## config.mk

```make
export PLATFORM = sky130hd
export DESIGN_NAME = pipe_rca
export DESIGN_NICKNAME = d
export VERILOG_FILES = /design/src/rtl/rca_pkg.sv /design/src/rtl/seg_add.sv /design/src/rtl/pipe_rca.sv
export SDC_FILE = /design/constraint.sdc
export NUM_CORES = 1
export LEC_CHECK = 0
export CAP_MARGIN = 20
export CORE_UTILIZATION = 45
export DETAILED_ROUTE_END_ITERATION = 8
export HOLD_SLACK_MARGIN = 0.08
export PLACE_DENSITY_LB_ADDON = 0.1
export SETUP_SLACK_MARGIN = 0.3
export SLEW_MARGIN = 10
export SYNTH_ARGS = -nofsm -noshare
export SYNTH_HDL_FRONTEND = slang
export SYNTH_SLANG_ARGS = --single-unit
```

## constraint.sdc

```tcl
create_clock -name clk -period 4.89 [get_ports clk]
set_input_delay 1.467 -clock clk [delete_from_list [all_inputs] [get_ports clk]]
set_output_delay 1.467 -clock clk [all_outputs]
set_load 0.02 [all_outputs]
```

## src/rtl/rca_pkg.sv

```systemverilog
// ============================================================================
// rca_pkg : shared constants and helpers for the pipelined ripple-carry adder
// Rev 1.0
// ============================================================================
`default_nettype none

package rca_pkg;

  localparam int C_DEF_WIDTH = 16;
  localparam int C_DEF_SEG   = 4;

  function automatic int calc_stages(input int width, input int seg);
    return width / seg;
  endfunction

endpackage

`default_nettype wire

```

## src/rtl/seg_add.sv

```systemverilog
// ============================================================================
// seg_add : SEG-bit combinational ripple-carry adder built from FA cells
// Rev 1.0
// ============================================================================
`default_nettype none

module seg_add #(
  parameter int SEG = 4
) (
  output logic [SEG-1:0] sum,
  output logic           cout,
  input  logic [SEG-1:0] a,
  input  logic [SEG-1:0] b,
  input  logic           cin
);

  logic [SEG:0] carry;

  assign carry[0] = cin;

  for (genvar i = 0; i < SEG; i++) begin : g_fa
    assign sum[i]       = a[i] ^ b[i] ^ carry[i];
    assign carry[i + 1] = (a[i] & b[i]) | (carry[i] & (a[i] ^ b[i]));
  end

  assign cout = carry[SEG];

endmodule

`default_nettype wire

```

## src/rtl/pipe_rca.sv

```systemverilog
// ============================================================================
// pipe_rca : SEG-bit-per-stage pipelined ripple-carry adder/subtractor with
//            valid/ready flow control.  Rev 1.0
// ============================================================================
`default_nettype none

module pipe_rca
  import rca_pkg::*;
#(
  parameter int WIDTH = C_DEF_WIDTH,
  parameter int SEG   = C_DEF_SEG
) (
  input  logic             clk,
  input  logic             rst,
  input  logic             in_valid,
  output logic             in_ready,
  input  logic [WIDTH-1:0] a,
  input  logic [WIDTH-1:0] b,
  input  logic             cin,
  input  logic             sub,
  output logic             out_valid,
  input  logic             out_ready,
  output logic [WIDTH-1:0] sum,
  output logic             cout,
  output logic             ovf
);

  localparam int STAGES = calc_stages(WIDTH, SEG);
  localparam int LAST   = STAGES - 1;

  // Per-stage registers; a/b carry the not-yet-added upper segments (skew),
  // s carries the already-completed lower sum segments.
  logic [WIDTH-1:0] a_q [STAGES];
  logic [WIDTH-1:0] a_d [STAGES];
  logic [WIDTH-1:0] b_q [STAGES];
  logic [WIDTH-1:0] b_d [STAGES];
  logic [WIDTH-1:0] s_q [STAGES];
  logic [WIDTH-1:0] s_d [STAGES];
  logic [STAGES-1:0] c_q, c_d;
  logic [STAGES-1:0] v_q, v_d;
  logic              ovf_q, ovf_d;

  // Stage inputs: either the fresh beat or the previous stage register.
  logic [WIDTH-1:0] stage_a [STAGES];
  logic [WIDTH-1:0] stage_b [STAGES];
  logic [WIDTH-1:0] stage_s [STAGES];
  logic             stage_c [STAGES];
  logic             stage_v [STAGES];

  logic [SEG-1:0] seg_s  [STAGES];
  logic           seg_co [STAGES];

  logic [WIDTH-1:0] b_eff;
  logic             cin_eff;
  logic             advance;

  // Subtraction folds into the operand at entry so sub travels with the beat.
  assign b_eff   = sub ? ~b : b;
  assign cin_eff = sub ? 1'b1 : cin;
  assign advance = !v_q[LAST] || out_ready;

  for (genvar k = 0; k < STAGES; k++) begin : g_stage
    if (k == 0) begin : g_first
      assign stage_a[k] = a;
      assign stage_b[k] = b_eff;
      assign stage_s[k] = '0;
      assign stage_c[k] = cin_eff;
      assign stage_v[k] = in_valid;
    end else begin : g_rest
      assign stage_a[k] = a_q[k-1];
      assign stage_b[k] = b_q[k-1];
      assign stage_s[k] = s_q[k-1];
      assign stage_c[k] = c_q[k-1];
      assign stage_v[k] = v_q[k-1];
    end

    seg_add #(
      .SEG (SEG)
    ) u_seg_add (
      .sum  (seg_s[k]),
      .cout (seg_co[k]),
      .a    (stage_a[k][k*SEG +: SEG]),
      .b    (stage_b[k][k*SEG +: SEG]),
      .cin  (stage_c[k])
    );
  end

  always_comb begin
    c_d   = '0;
    v_d   = '0;
    for (int k = 0; k < STAGES; k++) begin
      a_d[k]               = stage_a[k];
      b_d[k]               = stage_b[k];
      s_d[k]               = stage_s[k];
      s_d[k][k*SEG +: SEG] = seg_s[k];
      c_d[k]               = seg_co[k];
      v_d[k]               = stage_v[k];
    end
    // Carry into the MSB is recovered from the MSB's own sum bit.
    ovf_d = (stage_a[LAST][WIDTH-1] ^ stage_b[LAST][WIDTH-1] ^ seg_s[LAST][SEG-1])
            ^ seg_co[LAST];
  end

  always_ff @(posedge clk) begin
    if (rst) begin
      for (int k = 0; k < STAGES; k++) begin
        a_q[k] <= '0;
        b_q[k] <= '0;
        s_q[k] <= '0;
      end
      c_q   <= '0;
      v_q   <= '0;
      ovf_q <= 1'b0;
    end else if (advance) begin
      for (int k = 0; k < STAGES; k++) begin
        a_q[k] <= a_d[k];
        b_q[k] <= b_d[k];
        s_q[k] <= s_d[k];
      end
      c_q   <= c_d;
      v_q   <= v_d;
      ovf_q <= ovf_d;
    end
  end

  // The final stage's skew copies have no consumer.
  logic unused_skew;
  assign unused_skew = ^{a_q[LAST], b_q[LAST]};

  assign in_ready  = advance;
  assign out_valid = v_q[LAST];
  assign sum       = s_q[LAST];
  assign cout      = c_q[LAST];
  assign ovf       = ovf_q;

endmodule

`default_nettype wire
```

==> results.toml <==
[clock_tree]
hold_buffers = 0
post_cts.repair.setup_buffers = 0
clock_tree.root_cell = "clkbuf_8"
cts_buffer_depth = 2
cts_sinks = 97
clk_pin_slew_worst_paths_ns = 0.09
numCtsBuffers = 9
cts.repair.resized = 0
cts_tree = "built"
htree_levels = 3
clk-insertion-delay-late_ns = 0.35

[global_route]
grt.overflow.total = 0
grt_pass1_wl_um = 9460
grt_max_degree = 57
grt_usage = 0.129
antenna_found_initial = 0
first_global_vias = 1994

[critical_path]
cp-endpoint = "in_ready"
reg2reg_from = "a_q[0][44]"
endpoint_kind = "output port"
path_class = "input pin to output port"
worst-path-max-fanout = 13
reg2reg_slack_ns = 2.49
crit_chain = "clkdlybuf4s50_1 -> nor2b_4 -> inv_6 -> clkdlybuf4s50_1"
cpMaxStageDelayCell = "clkdlybuf4s50_1"
critPathLaunchType = "input pin"
r2r-end = "ovf"
critical-path-max-stage-delay_ns = 0.61
setup.worst_path.start = "out_ready"
critPathTopFamily = "buffers and inverters"
r2r_cells = 8
path_buf_inv = 3
crit_cells = 4
cp.required_ns = 3.42
crit_top_cell = "clkdlybuf4s50_1"
arrival_ns = 2.74

[synthesis]
synth_area_leaders = "edfxtp_1 63%, and2_1 10%, fa_1 7.6%"
yosysUniqueCellTypes = 27
synth_seq_area_share = 0.671
avgSynthCellArea_um2 = 14.7
ys_warn_count = 0
yosys.area.top_type = "edfxtp_1"
synth_nets = 341
synth_area_um2 = 4210
synth_top_cell_area_share = 0.628
postSynthCellCount = 286
ys_ff_latch = 97

[sta]
min_period_over_period = 0.861
clock.fmax_mhz = 238
slew_viol_final = 0
setup_viol = 0
rsz0062_at_grt = "false"
fin_crit_ns = 4.21
fin_setup_tns_ns = 0
final.setup_skew_ns = 0.00915
maxSlewHeadroom = 0.550
worst_pin_slew_ns = 0.675
finalHoldViolCount = 0

[drt]
drc = 0
post_drt_wl_per_cell_um = 12.4
viasPerCell = 4.52
dr.pass1.iters = 4
drt-total-wl_um = 5650
vias = 2064
drtAntennaViolNets = 0
drt-initial-drc-count = 62

[pwr]
power_mw = 1.65
p_per_area_nw_per_um2 = 326
ir_drop_uv = 150
switching_power_mw = 0.356
pwr-share-comb = 0.097
sequentialPowerShare = 0.594
p_leak_nw = 1.99
p_int_mw = 1.29
pwr-share-clk = 0.308
switching_share = 0.216

[floorplanning]
rows = 34
io_pins = 58
initial_core_util = 0.473
die_h_um = 98.7
core_um2 = 8890
die_w_um = 98.7
die_area_um2 = 9740

[worst_hold_path]
min_from = "v_q[1]"
hold_path.class = "flop to flop"

[final_layout]
final_util = 0.568
insertedDiodeCount = 0
drive_above_1_share = 0.100
nFillCells = 746
fin_area_um2 = 5050
syn_to_final_growth_pct = 20.0
nets = 399

[job]
cap_violations = 0

[placement]
gp_congestion = 0.685
dpl_cell_area_um2 = 4850
io_buffers = 57
dp_hpwl_um = 3720

[status]
outcome = "finished clean"
power groups by stage:
stage	clock network (mW)	logic, mW	registers [mW]
2_1_floorplan	0	0.0887	1.01
3_3_place_gp	0	0.162	0.997
3_5_place_dp	0	0.165	0.999
4_1_cts	0.521	0.165	0.979
5_1_grt	0.555	0.180	0.985
6_report	0.507	0.160	0.978
worst min-delay path by stage:
stage	depth (start not counted)	endpoint	slack, ns
final	2	v_q[1]	0.46
after global routing	2	v_q[0]	0.48
after CTS	2	v_q[1]	0.46
after detailed placement	2	v_q[1]	0.45
after global placement	2	v_q[1]	0.44
after floorplan	2	v_q[0]	0.43
worst reg2reg max path, cell delays in order (launching register included):
cell and delay (ns):
edfxtp_1 0.41, fa_1 0.43, inv_1 0.08, fa_1 0.17
inv_1 0.05, fa_1 0.36, inv_1 0.07, fa_1 0.46
o311ai_1 0.29
logic make-up after synthesis:
| logic type | count (synthesis) | share of synthesized area |
|---|---|---|
| AO/OA/AOI/OAI | 8 | 0.0122 |
| AND/OR/NAND/NOR | 108 | 0.153 |
| adder cells (fa/ha/maj) | 17 | 0.0791 |
| buffers and inverters | 39 | 0.0494 |
| flip-flops | 97 | 0.671 |
| XOR/XNOR | 17 | 0.0354 |
layout by cell type, fill, tap and decap left out, drive strengths merged, types with 8 or more instances in the layout:
| cell | synthesis | routed |
|---|---|---|
| fa | 16 | 16 |
| xnor2 | 14 | 14 |
| clkdlybuf4s50 | 0 | 57 |
| dfxtp | 9 | 9 |
| and2 | 69 | 69 |
| inv | 25 | 27 |
| nand2 | 8 | 8 |
| edfxtp | 88 | 88 |
| clkbuf | 6 | 10 |
| nor2 | 25 | 25 |
state kept, by name (all words and copies together) (netlist names):
register  cells
ovf           1
b_q          24
a_q          24
c_q           4
s_q          40
v_q           4
final cells by class:
type | count | area (µm²) | share of cell area
Inverter | 25 | 98.8 | 0.0196
Clock buffer | 10 | 128 | 0.0253
Timing Repair Buffer | 61 | 613 | 0.121
Clock inverter | 6 | 65.1 | 0.0129
Tap cell | 108 | 135 | 0.0268
Multi-Input combinational cell | 150 | 1180 | 0.235
Sequential cell | 97 | 2820 | 0.559
Yosys cell counts:
cell type   n
edfxtp_1   88
and2_1     69
inv_1      24
fa_1       16
nor2_1     14
xnor2_1    14
nor2_2     10
dfxtp_1     9
nand2_1     8
buf_6       6
clkbuf_2    5
a21oi_1     4
a211oi_1    3
xor2_1      3
buf_2       1
buf_4       1
clkbuf_1    1
ha_1        1
inv_6       1
nand2b_1    1
nand2b_4    1
nand3b_1    1
nand4b_1    1
nor2_4      1
nor2b_4     1
o311ai_1    1
or2_2       1
per-layer routing:
metal | vias to the layer above | part of all wire | GRT usage
li1 | 1048 | - | -
met1 | 958 | 0.48 | 0.169
met2 | 50 | 0.47 | 0.206
met3 | 8 | 0.038 | 0.0298
met4 | 0 | 0.015 | 0.0620
met5 | - | 0 | 0
metrics by stage:
step	std cells	worst slack, ns	hold WS (ns)
final	457	0.682	0.464
after global routing	457	0.628	0.483
after CTS	457	0.676	0.464
after detailed placement	441	0.681	0.450
after global placement	441	0.674	0.440
after floorplan	286	0.530	0.432
Power figures use the tool's default switching activity.
